<file path="config.mk">
export PLATFORM = sky130hd
export DESIGN_NAME = mc_seq_ctrl
export DESIGN_NICKNAME = d
export VERILOG_FILES = /design/src/rtl/mc_seq_ctrl.sv
export SDC_FILE = /design/constraint.sdc
export NUM_CORES = 1
export LEC_CHECK = 0
export CAP_MARGIN = 20
export CORE_MARGIN = 2
export CORE_UTILIZATION = 49
export DETAILED_ROUTE_END_ITERATION = 7
export GPL_ROUTABILITY_DRIVEN = 0
export HOLD_SLACK_MARGIN = 0.15
export PLACE_DENSITY = 0.87
export SLEW_MARGIN = 20
export SYNTH_ARGS = -nofsm -noshare
export SYNTH_HDL_FRONTEND = slang
export SYNTH_SLANG_ARGS = --single-unit
</file>
<file path="constraint.sdc">
create_clock -name clk -period 4.9 [get_ports clk]
set_input_delay 0.98 -clock clk [delete_from_list [all_inputs] [get_ports clk]]
set_output_delay 0.98 -clock clk [all_outputs]
set_load 0.02 [all_outputs]
</file>
<file path="src/rtl/mc_seq_ctrl.sv">
// mc_seq_ctrl: multi-cycle instruction sequencer (IF/ID/EXE/MEM/WB) with a
// per-request wait-cycle timeout and a misaligned-target trap into HALT.
//
// Ports
//   clk, reset              : clock, synchronous active-high reset
//   inst_req/inst_addr      : fetch request and address (address = pc)
//   inst_ack/inst_rdata     : fetch handshake, data valid with ack
//   dec_is_load/_store/_wb  : decode flags for the current instruction
//   dec_br_only             : branch/jump with no writeback
//   br_taken/br_target      : redirect request, sampled in ID
//   data_req/data_we        : data request, store when data_we is high
//   data_ack/data_rdata     : data handshake, load data valid with ack
//   ir, pc                  : instruction register and its PC
//   mem_q                   : latched load data
//   rf_we                   : register-file write strobe (WB only)
//   retire                  : one-cycle pulse when an instruction completes
//   state                   : FSM state (IF=0 ID=1 EXE=2 MEM=3 WB=4 HALT=7)
//   err                     : 00 none, 01 timeout, 10 misaligned fetch target
module mc_seq_ctrl #(
  parameter int unsigned       XLEN     = 32,
  parameter logic [XLEN-1:0]   RESET_PC = 32'h1c00_0000,
  parameter int unsigned       TIMEOUT  = 15
) (
  input  logic            clk,
  input  logic            reset,
  output logic            inst_req,
  output logic [XLEN-1:0] inst_addr,
  input  logic            inst_ack,
  input  logic [31:0]     inst_rdata,
  input  logic            dec_is_load,
  input  logic            dec_is_store,
  input  logic            dec_wb,
  input  logic            dec_br_only,
  input  logic            br_taken,
  input  logic [XLEN-1:0] br_target,
  output logic            data_req,
  output logic            data_we,
  input  logic            data_ack,
  input  logic [31:0]     data_rdata,
  output logic [31:0]     ir,
  output logic [XLEN-1:0] pc,
  output logic [31:0]     mem_q,
  output logic            rf_we,
  output logic            retire,
  output logic [2:0]      state,
  output logic [1:0]      err
);

  typedef enum logic [2:0] {
    S_IF   = 3'd0,
    S_ID   = 3'd1,
    S_EXE  = 3'd2,
    S_MEM  = 3'd3,
    S_WB   = 3'd4,
    S_HALT = 3'd7
  } state_t;

  // Counter only needs to reach TIMEOUT-1: the cycle that would make it
  // TIMEOUT is the one that trips the halt.
  localparam int unsigned WW        = (TIMEOUT > 1) ? $clog2(TIMEOUT) : 1;
  localparam int unsigned TO_LAST_I = (TIMEOUT == 0) ? 0 : TIMEOUT - 1;
  localparam logic [WW-1:0] TO_LAST = WW'(TO_LAST_I);

  state_t          st;
  logic [XLEN-1:0] npc;
  logic [WW-1:0]   wait_cnt;
  logic [XLEN-1:0] id_npc;
  logic            id_misaligned;
  logic            timeout_hit;

  assign id_npc        = br_taken ? br_target : pc + XLEN'(4);
  assign id_misaligned = (id_npc[1:0] != 2'b00);
  // An ack in the same cycle takes priority: callers test ack first.
  assign timeout_hit   = (TIMEOUT != 0) && (wait_cnt == TO_LAST);

  assign inst_addr = pc;
  assign state     = st;

  // Strobes depend on the current-cycle ack / decode, so they are decoded
  // from the registered state rather than registered themselves.
  always_comb begin
    rf_we  = 1'b0;
    retire = 1'b0;
    if (!reset) begin
      unique case (st)
        S_ID:    retire = dec_br_only && !id_misaligned;
        S_MEM:   retire = data_ack && data_we;
        S_WB: begin
          rf_we  = dec_wb;
          retire = 1'b1;
        end
        default: ;
      endcase
    end
  end

  always_ff @(posedge clk) begin
    if (reset) begin
      st       <= S_IF;
      pc       <= RESET_PC;
      npc      <= RESET_PC;
      ir       <= '0;
      mem_q    <= '0;
      err      <= 2'b00;
      wait_cnt <= '0;
      inst_req <= 1'b1;
      data_req <= 1'b0;
      data_we  <= 1'b0;
    end else begin
      unique case (st)
        S_IF: begin
          if (inst_ack) begin
            ir       <= inst_rdata;
            inst_req <= 1'b0;
            st       <= S_ID;
          end else if (timeout_hit) begin
            inst_req <= 1'b0;
            err      <= 2'b01;
            st       <= S_HALT;
          end else begin
            wait_cnt <= wait_cnt + 1'b1;
          end
        end
        S_ID: begin
          if (id_misaligned) begin
            err <= 2'b10;
            st  <= S_HALT;
          end else begin
            npc <= id_npc;
            if (dec_br_only) begin
              pc       <= id_npc;
              wait_cnt <= '0;
              inst_req <= 1'b1;
              st       <= S_IF;
            end else begin
              st <= S_EXE;
            end
          end
        end
        S_EXE: begin
          if (dec_is_load || dec_is_store) begin
            wait_cnt <= '0;
            data_req <= 1'b1;
            data_we  <= dec_is_store;
            st       <= S_MEM;
          end else begin
            st <= S_WB;
          end
        end
        S_MEM: begin
          if (data_ack) begin
            data_req <= 1'b0;
            data_we  <= 1'b0;
            if (data_we) begin
              pc       <= npc;
              wait_cnt <= '0;
              inst_req <= 1'b1;
              st       <= S_IF;
            end else begin
              mem_q <= data_rdata;
              st    <= S_WB;
            end
          end else if (timeout_hit) begin
            data_req <= 1'b0;
            data_we  <= 1'b0;
            err      <= 2'b01;
            st       <= S_HALT;
          end else begin
            wait_cnt <= wait_cnt + 1'b1;
          end
        end
        S_WB: begin
          pc       <= npc;
          wait_cnt <= '0;
          inst_req <= 1'b1;
          st       <= S_IF;
        end
        default: begin
          inst_req <= 1'b0;
          data_req <= 1'b0;
          data_we  <= 1'b0;
          st       <= S_HALT;
        end
      endcase
    end
  end

endmodule

</file>
# After elaboration in Yosys (flattened, before gate mapping)
# Cells that the tools add are included.
# classes
add_sub_neg	2
mul	0
div_mod_pow	0
order_cmp	0
eq_ne	16
n_shift	0
n_mux	43
n_bitwise	4
n_reduce_logical	18
# op_table
operator	n
$mux W32	5
$pmux W32 S3	1
$add A32 B3 Y32 const B	1
$mux W4	7
$pmux W4 S5	1
$mux W3	6
$ne A2 B2 Y1 const B	8
$pmux W3 S5	1
$mux W1	12
$reduce_and A6 Y1	2
$mux W2	5
$ne A3 B3 Y1 const B	3
$pmux W1 S3	3
$eq A3 B2 Y1 const B	2
$pmux W2 S3	1
$reduce_and A3 Y1	2
$reduce_bool A3 Y1	2
$pmux W1 S5	1
$reduce_and A5 Y1	1
$reduce_bool A5 Y1	1
$add A4 B1 Y4 const B	1
$eq A4 B4 Y1 const B	1
$not A1 Y1	4
$reduce_and A2 Y1	2
9 further kinds	10
# totals
register_bits	140
latchBits	0
mem_bits_rw	0
rom_bits	0
input_bits	105
output_inout_bits	138
word_cells	93
memories	0

# Longest topological paths before layout
# Gate-level depths: netlist (run 1).
# depth
ltp_word	7
ltp_mapped	9
mapped_depth_nobuf	8

# Least setup slack after synthesis (run 1)
# Ideal clock, no wire load.
# synth_path
kind	input-to-output
start	input br_taken
end	output retire
arrival_time_ps	2377
t_required_ps	3920
slack_ps	1543
cell_stages	6
cell_sequence	clkbuf_1 nand2b_1 o32ai_1 a31oi_1 clkbuf_1 nor2_1
# synth_via
elab_chain_cells	6
# synth_lines
item	line	source
from (decl)	34	input logic br_taken,
$mux W32	71	assign id_npc = br_taken ? br_target : pc + XLEN'(4);
$reduce_bool A2 Y1	72	assign id_misaligned = (id_npc[1:0] != 2'b00);
$logic_not A1 Y1	86	S_ID: retire = dec_br_only && !id_misaligned;
$logic_and A1 B1 Y1	86	
$pmux W1 S3	85	unique case (st)
$mux W1	84	if (!reset) begin
to (decl)	44	output logic retire,
# No other way between the ends.

# Final worst setup path (run 1)
# layout_path
start	input br_target[0]
end	output retire
# layout_via
elab_chain_cells	6
# layout_lines
item	line	source
from (decl)	35	input logic [XLEN-1:0] br_target,
$mux W32	71	
$reduce_bool A2 Y1	72	
$logic_not A1 Y1	86	
$logic_and A1 B1 Y1	86	
$pmux W1 S3	85	
$mux W1	84	
# No other way between the ends.

==> flow_metrics.tcl, run 1 <==
set metrics [dict create \
    clk_root_buffer_cell "clkbuf_16" \
    startpoint "br_target[0]" \
    final_cell_mix "clkdlybuf4s50_1 (240), nand2_1 (218), dfxtp_1 (140), a21oi_1 (118), nor2_1 (49)" \
    power_density_mw_per_mm2 546.0 \
    yosysSeqAreaShare 0.4188 \
    finalMaxSlewViolations 0 \
    postCtsSetupBuffers 0 \
    syn-instance-count 890 \
    path_delay_family "buffers and inverters" \
    syn_area_mm2 0.006691 \
    core_area_mm2 0.01330 \
    skew_ns 0.01000 \
    final_nets 1169 \
    required_ns 3.92 \
    dieWidth_um 120.9 \
    drive_gt1_frac 0.05028 \
    rows 42 \
    worstPathArrival_ns 2.75 \
    drc 0 \
    synth_seq_cells 140 \
    clock-sinks 140 \
    synth_async_sr_flop_share 0 \
    port_buffers 242 \
    outcome "complete, no violations" \
    path_clk_slew_ns 0.05 \
    drt-initial-drc-count 758 \
    crit_path_cell_trace "clkdlybuf4s50_1 > nand2b_1 > o32ai_1 > a31oi_2 > nor2_1 > clkdlybuf4s50_1" \
    drv_cap 0 \
    yosysWarnings 0 \
    n_fill_cell 1033 \
    grt_pass1_wl_um 32170 \
    num_vias 7019 \
    routed_wl_um 19930 \
    overflow 0 \
    synth_cell_types 60 \
    placed_cells 1218 \
    min-delay-start "mem_q[30]" \
    synth_edf_count 0 \
    postRouteAntennaNets 0 \
    cts_tree "built" \
    start_util 0.5033 \
    r2r-start "inst_addr[6]" \
    final.period_utilization 0.7617 \
    critPathSlowestCell "clkdlybuf4s50_1" \
    worst_pin_slew_ns 0.9273 \
    crit_fanout 4 \
    die-area_mm2 0.01461 \
    critical_path_class "input port to output pin" \
    fin_ws_ns 1.167 \
    slew_headroom 0.3818 \
    ys.flop_type "dfxtp_1" \
    peakVddDrop_uv 335.2 \
    setup-violations-final 0 \
    clock_latency_ns 0.42 \
    htreeDepth 4 \
    ctsLongestPathBuffers 2 \
    cp_common_cell "clkdlybuf4s50_1" \
    syn_nets 998 \
    avgSynthCellArea_um2 7.518 \
    antenna_found_initial 0 \
    fmax_mhz 267.9 \
    final.setup.tns_ns 0 \
    postLayoutCellArea_mm2 0.009585 \
    numCtsBuffers 17 \
    drt_first_pass_iters 5 \
    gr-usage-all-layers 0.2727 \
    rsz0062_at_grt "false" \
    diodes 0 \
    ctsHoldBuffers 0 \
    vias_per_cell 5.615 \
    startpoint_type "input port" \
    ioPinCount 243 \
    grt_pass1_vias 6661 \
    grt_max_degree 79 \
    min_period_ns 3.733 \
    cp-end-kind "output pin" \
    holdCritPathClass "flop to flop" \
    hold_violations 0 \
    layout.cells.non_filler 1250 \
    layout_commonest_cell "clkdlybuf4s50_1" \
    dp_hpwl_um 12990 \
    slowest_delay_ns 0.64 \
    leakage_nw 3.338 \
    wire_per_inst_um 15.94 \
    place_area_mm2 0.008925 \
    dp_slack_ns 1.185 \
    die-height_um 120.9 \
    ctsResizeCount 0 \
    cp_num_buf_inv 2 \
    syn2layout_area_growth_pct 43.25 \
]
through the flow:
step	utilization	power, mW	hold slack [ns]
4_1_cts	0.7209	5.243	0.4536
3_3_place_gp	0.6713	3.754	0.4376
6_report	0.7210	5.234	0.4516
2_1_floorplan	-	3.000	0.4317
3_5_place_dp	0.6713	3.797	0.4457
5_1_grt	0.7210	5.517	0.4748
state kept, by name, summed over array words and instances (netlist names):
register and cells:
wait_cnt 4, data_req 1, mem_q 32, err 2, state 3, inst_req 1, npc 32, ir 32
data_we 1, inst_addr 32
logic make-up (layout without fill, tap and decap cells):
| kind of cell | after synthesis | after routing | share of synthesized area |
|---|---|---|---|
| buffers and inverters | 112 | 296 | 0.08096 |
| adder cells (fa/ha/maj) | 3 | 3 | 0.005610 |
| AO/OA/AOI/OAI | 224 | 224 | 0.2003 |
| AND/OR/NAND/NOR | 386 | 386 | 0.2605 |
| XOR/XNOR | 19 | 19 | 0.02487 |
| flip-flops | 140 | 140 | 0.4188 |
| multiplexers | 6 | 6 | 0.008976 |
where the power goes:
| part | leakage, nW | switching [mW] | internal, mW | total [mW] |
|---|---|---|---|---|
| clock network | 0.319 | 0.489 | 0.942 | 1.43 |
| logic | 1.88 | 1.19 | 0.921 | 2.11 |
| registers | 1.14 | 0.313 | 1.38 | 1.69 |
worst min-delay path, cell delays in order, from the launching register on:
cell and delay [ns]:
dfxtp_1 0.30, nand2_1 0.05, a21oi_1 0.05
cell usage after synthesis, drive strengths merged (3+ instances only):
cell type,instances,area [um^2]
a211oi,21,157.7
a21oi,119,595.6
a221oi,4,41.29
a311oi,3,26.28
a31oi,6,37.54
and4,4,35.03
buf,36,256.5
clkbuf,64,240.2
dfxtp,140,2803
ha,3,37.54
inv,11,41.29
mux2i,6,60.06
nand2,218,818.3
nand2b,17,106.4
nand3,19,107.6
nand3b,6,45.04
nand4,11,75.07
nor2,49,183.9
nor2b,6,37.54
nor3,24,120.1
nor3b,4,30.03
nor4,10,62.56
o211ai,9,67.56
o21a,3,22.52
o21ai,32,160.1
o31a,5,43.79
o31ai,4,30.03
or3,8,50.05
or4,3,22.52
xnor2,9,78.83
xor2,10,87.58
layout make-up:
cell class	instances	area, um^2	area share
clock buffer	21	470.5	0.04908
clock inverter	11	188.9	0.01971
inverter	12	45.04	0.004699
multi-input combinational	638	3368	0.3514
sequential	140	2803	0.2924
tap	176	220.2	0.02297
timing repair buffer	252	2490	0.2598
metal layers:
metal  wire length (um)  global-route usage
met5                  0                   0
met4                463              0.1032
met3               1910              0.1024
met2               9794              0.4519
met1               7757              0.3195
path summary, 6_finish.rpt:
kind                                 endpoint  slack (ns)  cells after the start
worst max register to register  inst_addr[26]        2.03                      6
worst max-delay path                   retire        1.17                      6
worst min-delay path                mem_q[30]        0.45                      2
worst min register to register      mem_q[30]        0.45                      2
No activity file was read; power rests on OpenSTA's default activity.
==> run 2, diff against run 1 <==
--- a/config.mk
+++ b/config.mk
@@ -7,11 +7,11 @@
 export LEC_CHECK = 0
 export CAP_MARGIN = 20
 export CORE_MARGIN = 2
-export CORE_UTILIZATION = 49
+export CORE_UTILIZATION = 45
 export DETAILED_ROUTE_END_ITERATION = 7
 export GPL_ROUTABILITY_DRIVEN = 0
 export HOLD_SLACK_MARGIN = 0.15
-export PLACE_DENSITY = 0.87
+export PLACE_DENSITY = 0.81
 export SLEW_MARGIN = 20
 export SYNTH_ARGS = -nofsm -noshare
 export SYNTH_HDL_FRONTEND = slang
==> constraint.sdc (replaced) <==
create_clock -name clk -period 3.7 [get_ports clk]
set_input_delay 0.74 -clock clk [delete_from_list [all_inputs] [get_ports clk]]
set_output_delay 0.74 -clock clk [all_outputs]
set_load 0.02 [all_outputs]
==> run 2 against run 1 <==
Net effect: sequential power is 32% higher; core utilization is 6.3 points lower; via count is 1.1% lower; routed wire length is 1.6% higher; cell count is 1.1% higher; first-iteration DRC count is 4.0% lower; total power is 28% higher; worst setup slack worse by 0.88 ns; die area is 8.6% higher; hold slack hardly changed; global-route usage is 1.9 points lower; largest cell class unchanged.
==> flow_metrics.tcl, run 2 (synthesis results as in run 1) <==
set metrics [dict create \
    overflow 0 \
    setup-violations-final 0 \
    worstPathArrival_ns 2.68 \
    top_layer "met4" \
    min-delay-start "ir[18]" \
    slew_headroom 0.3927 \
    numCtsBuffers 17 \
    crit_path_cell_trace "nor2b_1 > nor2b_1 > a31oi_2 > nor2_1 > clkdlybuf4s50_1" \
    r2r_setup_slack_ns 0.94 \
    postRouteAntennaNets 0 \
    final.period_utilization 0.9233 \
    dr_wl_met3_um 2119 \
    seq_area_mm2 0.002803 \
    multi_input_area_mm2 0.003367 \
    placed_cells 1233 \
    cp_common_cell "nor2b_1" \
    drt-met1-wl_um 8094 \
    finalMaxSlewViolations 0 \
    final_nets 1176 \
    wire_per_inst_um 16.01 \
    grt_max_degree 87 \
    ctsLongestPathBuffers 2 \
    layout.cells.non_filler 1264 \
    gr-usage-all-layers 0.2533 \
    startpoint_type "flop" \
    p_total_mw 6.722 \
    rsz0062_at_grt "false" \
    diodes 0 \
    ioPinCount 243 \
    path_clk_slew_ns 0.06 \
    critical_path_class "flop to output pin" \
    num_vias 6945 \
    routed-wl-met2_um 9756 \
    fmax_mhz 292.7 \
    drive_gt1_frac 0.05370 \
    min_period_ns 3.416 \
    rows 44 \
    min_path_cells 2 \
    syn2layout_area_growth_pct 42.99 \
    r2r-start "inst_addr[2]" \
    cp-end-kind "output pin" \
    postLayoutCellArea_mm2 0.009568 \
    drt-initial-drc-count 728 \
    grt_pass1_vias 6698 \
    dp_slack_ns 0.5084 \
    place_area_mm2 0.009000 \
    skew_ns 0.01067 \
    holdCritPathClass "flop to flop" \
    hold_violations 0 \
    clock-sinks 140 \
    peakVddDrop_uv 515.3 \
    power_density_mw_per_mm2 702.6 \
    postCtsSetupBuffers 0 \
    die-height_um 125.9 \
    dp_hpwl_um 13630 \
    final_cell_mix "clkdlybuf4s50_1 (240), nand2_1 (218), dfxtp_1 (140), a21oi_1 (118), nor2_1 (49)" \
    r2r_cells 7 \
    hold_end "ir[18]" \
    r2r-end "inst_addr[26]" \
    dieWidth_um 125.9 \
    vias_per_cell 5.494 \
    clock_latency_ns 0.42 \
    drc 0 \
    layout_commonest_cell "clkdlybuf4s50_1" \
    die-area_mm2 0.01586 \
    antenna_found_initial 0 \
    outcome "complete, no violations" \
    slowest_delay_ns 0.62 \
    htreeDepth 4 \
    clk_root_buffer_cell "clkbuf_16" \
    required_ns 2.96 \
    crit_fanout 14 \
    critPathSlowestCell "clkdlybuf4s50_1" \
    routed_wl_um 20240 \
    ctsHoldBuffers 0 \
    start_util 0.4604 \
    drt_first_pass_iters 5 \
    cts_tree "built" \
    port_buffers 242 \
    n_fill_cell 1222 \
    worst_pin_slew_ns 0.9109 \
    ctsResizeCount 0 \
    final.setup.tns_ns 0 \
    grt_pass1_wl_um 33040 \
    leakage_nw 3.330 \
    drv_cap 0 \
    fin_ws_ns 0.2838 \
    core_area_mm2 0.01453 \
]
run 2: cell count changes in the layout (fill, tap and decap cells not counted), moves of 2 or more:
cell,delta
clkbuf_8,-2
bufinv_16,-3
clkinv_4,+2
buf_4,+6
run 2: how the worst max path moves through the flow:
stage	startpoint	endpoint	slack [ns]	depth (start not counted)
2_1_floorplan	br_taken	retire	0.82	6
3_3_place_gp	br_target[0]	retire	0.52	6
3_5_place_dp	br_target[0]	retire	0.51	6
4_1_cts	state[0]	retire	0.29	5
5_1_grt	state[0]	retire	0.09	5
6_report	state[0]	retire	0.28	5
run 2: critical path, delay by kind of cell, from the launching register on:
| family | cells | cell delay, ns |
|---|---|---|
| flops | 1 | 0.58 |
| simple gates | 3 | 0.91 |
| buf+inv | 1 | 0.62 |
| compound gates | 1 | 0.15 |
run 2: routing by layer:
layer | GRT usage | up-vias
met5 | 0 | -
met4 | 0.07369 | 0
met3 | 0.1011 | 26
met2 | 0.4250 | 330
met1 | 0.2999 | 3206
li1 | - | 3383
run 2: final cells by class:
type / count / share of cell area
multi-input cells: 638 / 0.3519
flip-flops and latches: 140 / 0.2929
repair buffers: 259 / 0.2670
clock buffers: 20 / 0.04668
well taps: 184 / 0.02406
clock inverters: 11 / 0.01268
inverters: 12 / 0.004708
run 2: power by group:
part	internal [mW]	leakage [nW]	total (mW)	switching [mW]
combinational	1.25	1.92	2.85	1.60
sequential	1.82	1.14	2.23	0.401
clock	1.00	0.276	1.65	0.648
total	4.08	3.33	6.72	2.64
run 2: stage by stage:
step,hold WS [ns],util
3_5_place_dp,0.4465,0.6192
4_1_cts,0.4533,0.6583
2_1_floorplan,0.4317,-
5_1_grt,0.4758,0.6583
3_3_place_gp,0.4404,0.6192
6_report,0.4516,0.6583
==> run 3, diff against run 2 <==
--- a/config.mk
+++ b/config.mk
@@ -10,6 +10,7 @@
 export CORE_UTILIZATION = 45
 export DETAILED_ROUTE_END_ITERATION = 7
 export GPL_ROUTABILITY_DRIVEN = 0
+export GPL_TIMING_DRIVEN = 0
 export HOLD_SLACK_MARGIN = 0.15
 export PLACE_DENSITY = 0.81
 export SLEW_MARGIN = 20
==> run 3 against run 2 <==
Net effect: core utilization increased by 2.7 points; clock skew decreased by 0.0017 ns; non-clock buffer count increased by 81; sequential share of layout area decreased by 1.2 points; cell area increased by 4.1%; highest routed layer unchanged; flip-flop and latch count unchanged; maximum frequency decreased by 6.0%; count of clock-buffer cells in the layout decreased by 1; routed wire length increased by 14%; sequential power decreased by 2%; cell count increased by 6.5%; critical endpoint unchanged.
==> flow_metrics.tcl, run 3 (synthesis results as in run 1) <==
set metrics [dict create \
    hold_violations 0 \
    path_delay_family "buffers and inverters" \
    holdWs_ns 0.4507 \
    cp-end-kind "output pin" \
    drv_cap 0 \
    htreeDepth 4 \
    wire_per_inst_um 17.19 \
    worst_pin_slew_ns 1.112 \
    final.setup.tns_ns 0 \
    min_period_ns 3.635 \
    die-area_mm2 0.01586 \
    syn2layout_area_growth_pct 48.88 \
    fmax_mhz 275.1 \
    overflow 0 \
    critical_path_class "input port to output pin" \
    skew_ns 0.008964 \
    die-height_um 125.9 \
    start_util 0.4604 \
    p_total_mw 7.142 \
    clk_root_buffer_cell "clkbuf_16" \
    drive_gt1_frac 0.06454 \
    startpoint_type "input port" \
    drt_first_pass_iters 6 \
    worstPathArrival_ns 2.89 \
    antenna_found_initial 0 \
    min-delay-start "ir[17]" \
    port_buffers 240 \
    crit_fanout 10 \
    layout_commonest_cell "clkdlybuf4s50_1" \
    clock_latency_ns 0.42 \
    grt_pass1_vias 6918 \
    gr-usage-all-layers 0.2843 \
    slowest_delay_ns 0.65 \
    vias_per_cell 5.510 \
    postCtsSetupBuffers 0 \
    setup-violations-final 0 \
    min_path_cells 2 \
    cts_tree "built" \
    required_ns 2.96 \
    diodes 0 \
    holdCritPathClass "flop to flop" \
    dp_hpwl_um 16490 \
    drt-initial-drc-count 897 \
    r2r_cells 7 \
    drc 0 \
    final_nets 1257 \
    rows 44 \
    r2r-end "inst_addr[26]" \
    outcome "complete, no violations" \
    final_cell_mix "clkdlybuf4s50_1 (240), nand2_1 (218), dfxtp_1 (140), a21oi_1 (119), clkbuf_1 (63)" \
    hold_end "ir[17]" \
    r2r-start "inst_addr[2]" \
    cp_num_buf_inv 3 \
    critPathSlowestCell "clkdlybuf4s50_1" \
    layout.cells.non_filler 1346 \
    grt_max_degree 17 \
    peakVddDrop_uv 432.4 \
    final.period_utilization 0.9824 \
    numCtsBuffers 17 \
    r2r_setup_slack_ns 0.84 \
    dieWidth_um 125.9 \
    finalMaxSlewViolations 0 \
    slew_headroom 0.2585 \
    ctsLongestPathBuffers 2 \
    ioPinCount 243 \
    ctsHoldBuffers 0 \
    num_vias 7416 \
    postRouteAntennaNets 0 \
    grt_pass1_wl_um 36010 \
    crit_path_cell_trace "clkdlybuf4s50_1 > nand2b_1 > o32ai_2 > a31oi_4 > clkbuf_4 > nor2_1 > clkdlybuf4s50_1" \
    rsz0062_at_grt "false" \
    placed_cells 1314 \
    clock-sinks 140 \
    core_area_mm2 0.01453 \
    leakage_nw 3.503 \
    path_clk_slew_ns 0.06 \
    cp_common_cell "clkdlybuf4s50_1" \
    power_density_mw_per_mm2 717.0 \
    routed_wl_um 23140 \
]
==> run 3: how the worst max path moves through the flow <==
stage                       startpoint      to  depth (start not counted)
final                     br_target[0]  retire                          7
after global routing          state[2]  retire                          7
after CTS                     state[2]  retire                          8
after detailed placement  br_target[0]  retire                          7
after global placement    br_target[0]  retire                          7
after floorplan               br_taken  retire                          6
==> run 3: final cells by class <==
| cell class | count | area (um^2) |
|---|---|---|
| multi-input combinational | 638 | 3372 |
| fill | 1234 | 4572 |
| clock buffer | 19 | 442.9 |
| sequential | 140 | 2803 |
| inverter | 12 | 45.04 |
| tap | 184 | 230.2 |
| timing repair buffer | 240 | 2402 |
| buffer | 100 | 501.7 |
| clock inverter | 13 | 165.2 |
==> run 3: what timing repair did <==
| action | in CTS | in global routing |
|---|---|---|
| setup endpoints to repair | 1 | 1 |
| gates resized for setup | 4 | 5 |
| pin swaps | 0 | 1 |
==> run 3: worst reg2reg max path, delay by kind of cell (launching register included) <==
kind	cells	cell delay (ns)
flip-flops	1	0.52
multiplexers	1	0.34
AND/OR/NAND/NOR	3	1.32
XOR/XNOR	1	0.14
adder cells (fa/ha/maj)	1	0.29
AO/OA/AOI/OAI	1	0.11
==> run 3: report_power, final <==
part           internal, mW  switching (mW)  total (mW)
combinational          1.39            1.79        3.19
sequential             1.82           0.361        2.18
clock                  1.08           0.689        1.77
==> run 3: metrics by stage <==
stage          cell area [um^2]  setup slack, ns  utilization
2_1_floorplan              6691           0.8232            -
3_3_place_gp               9324          -0.4856       0.6415
3_5_place_dp               9324          -0.5410       0.6415
4_1_cts                    9956          0.04532       0.6850
5_1_grt                    9962          0.01019       0.6854
6_report                   9962          0.06501       0.6854
==> run 3: metal layers <==
metal | GRT usage | part of all wire | routed length (um)
met1 | 0.3448 | 0.39 | 9028
met2 | 0.4706 | 0.47 | 10920
met3 | 0.1032 | 0.12 | 2701
met4 | 0.09179 | 0.021 | 487
met5 | 0 | 0 | 0
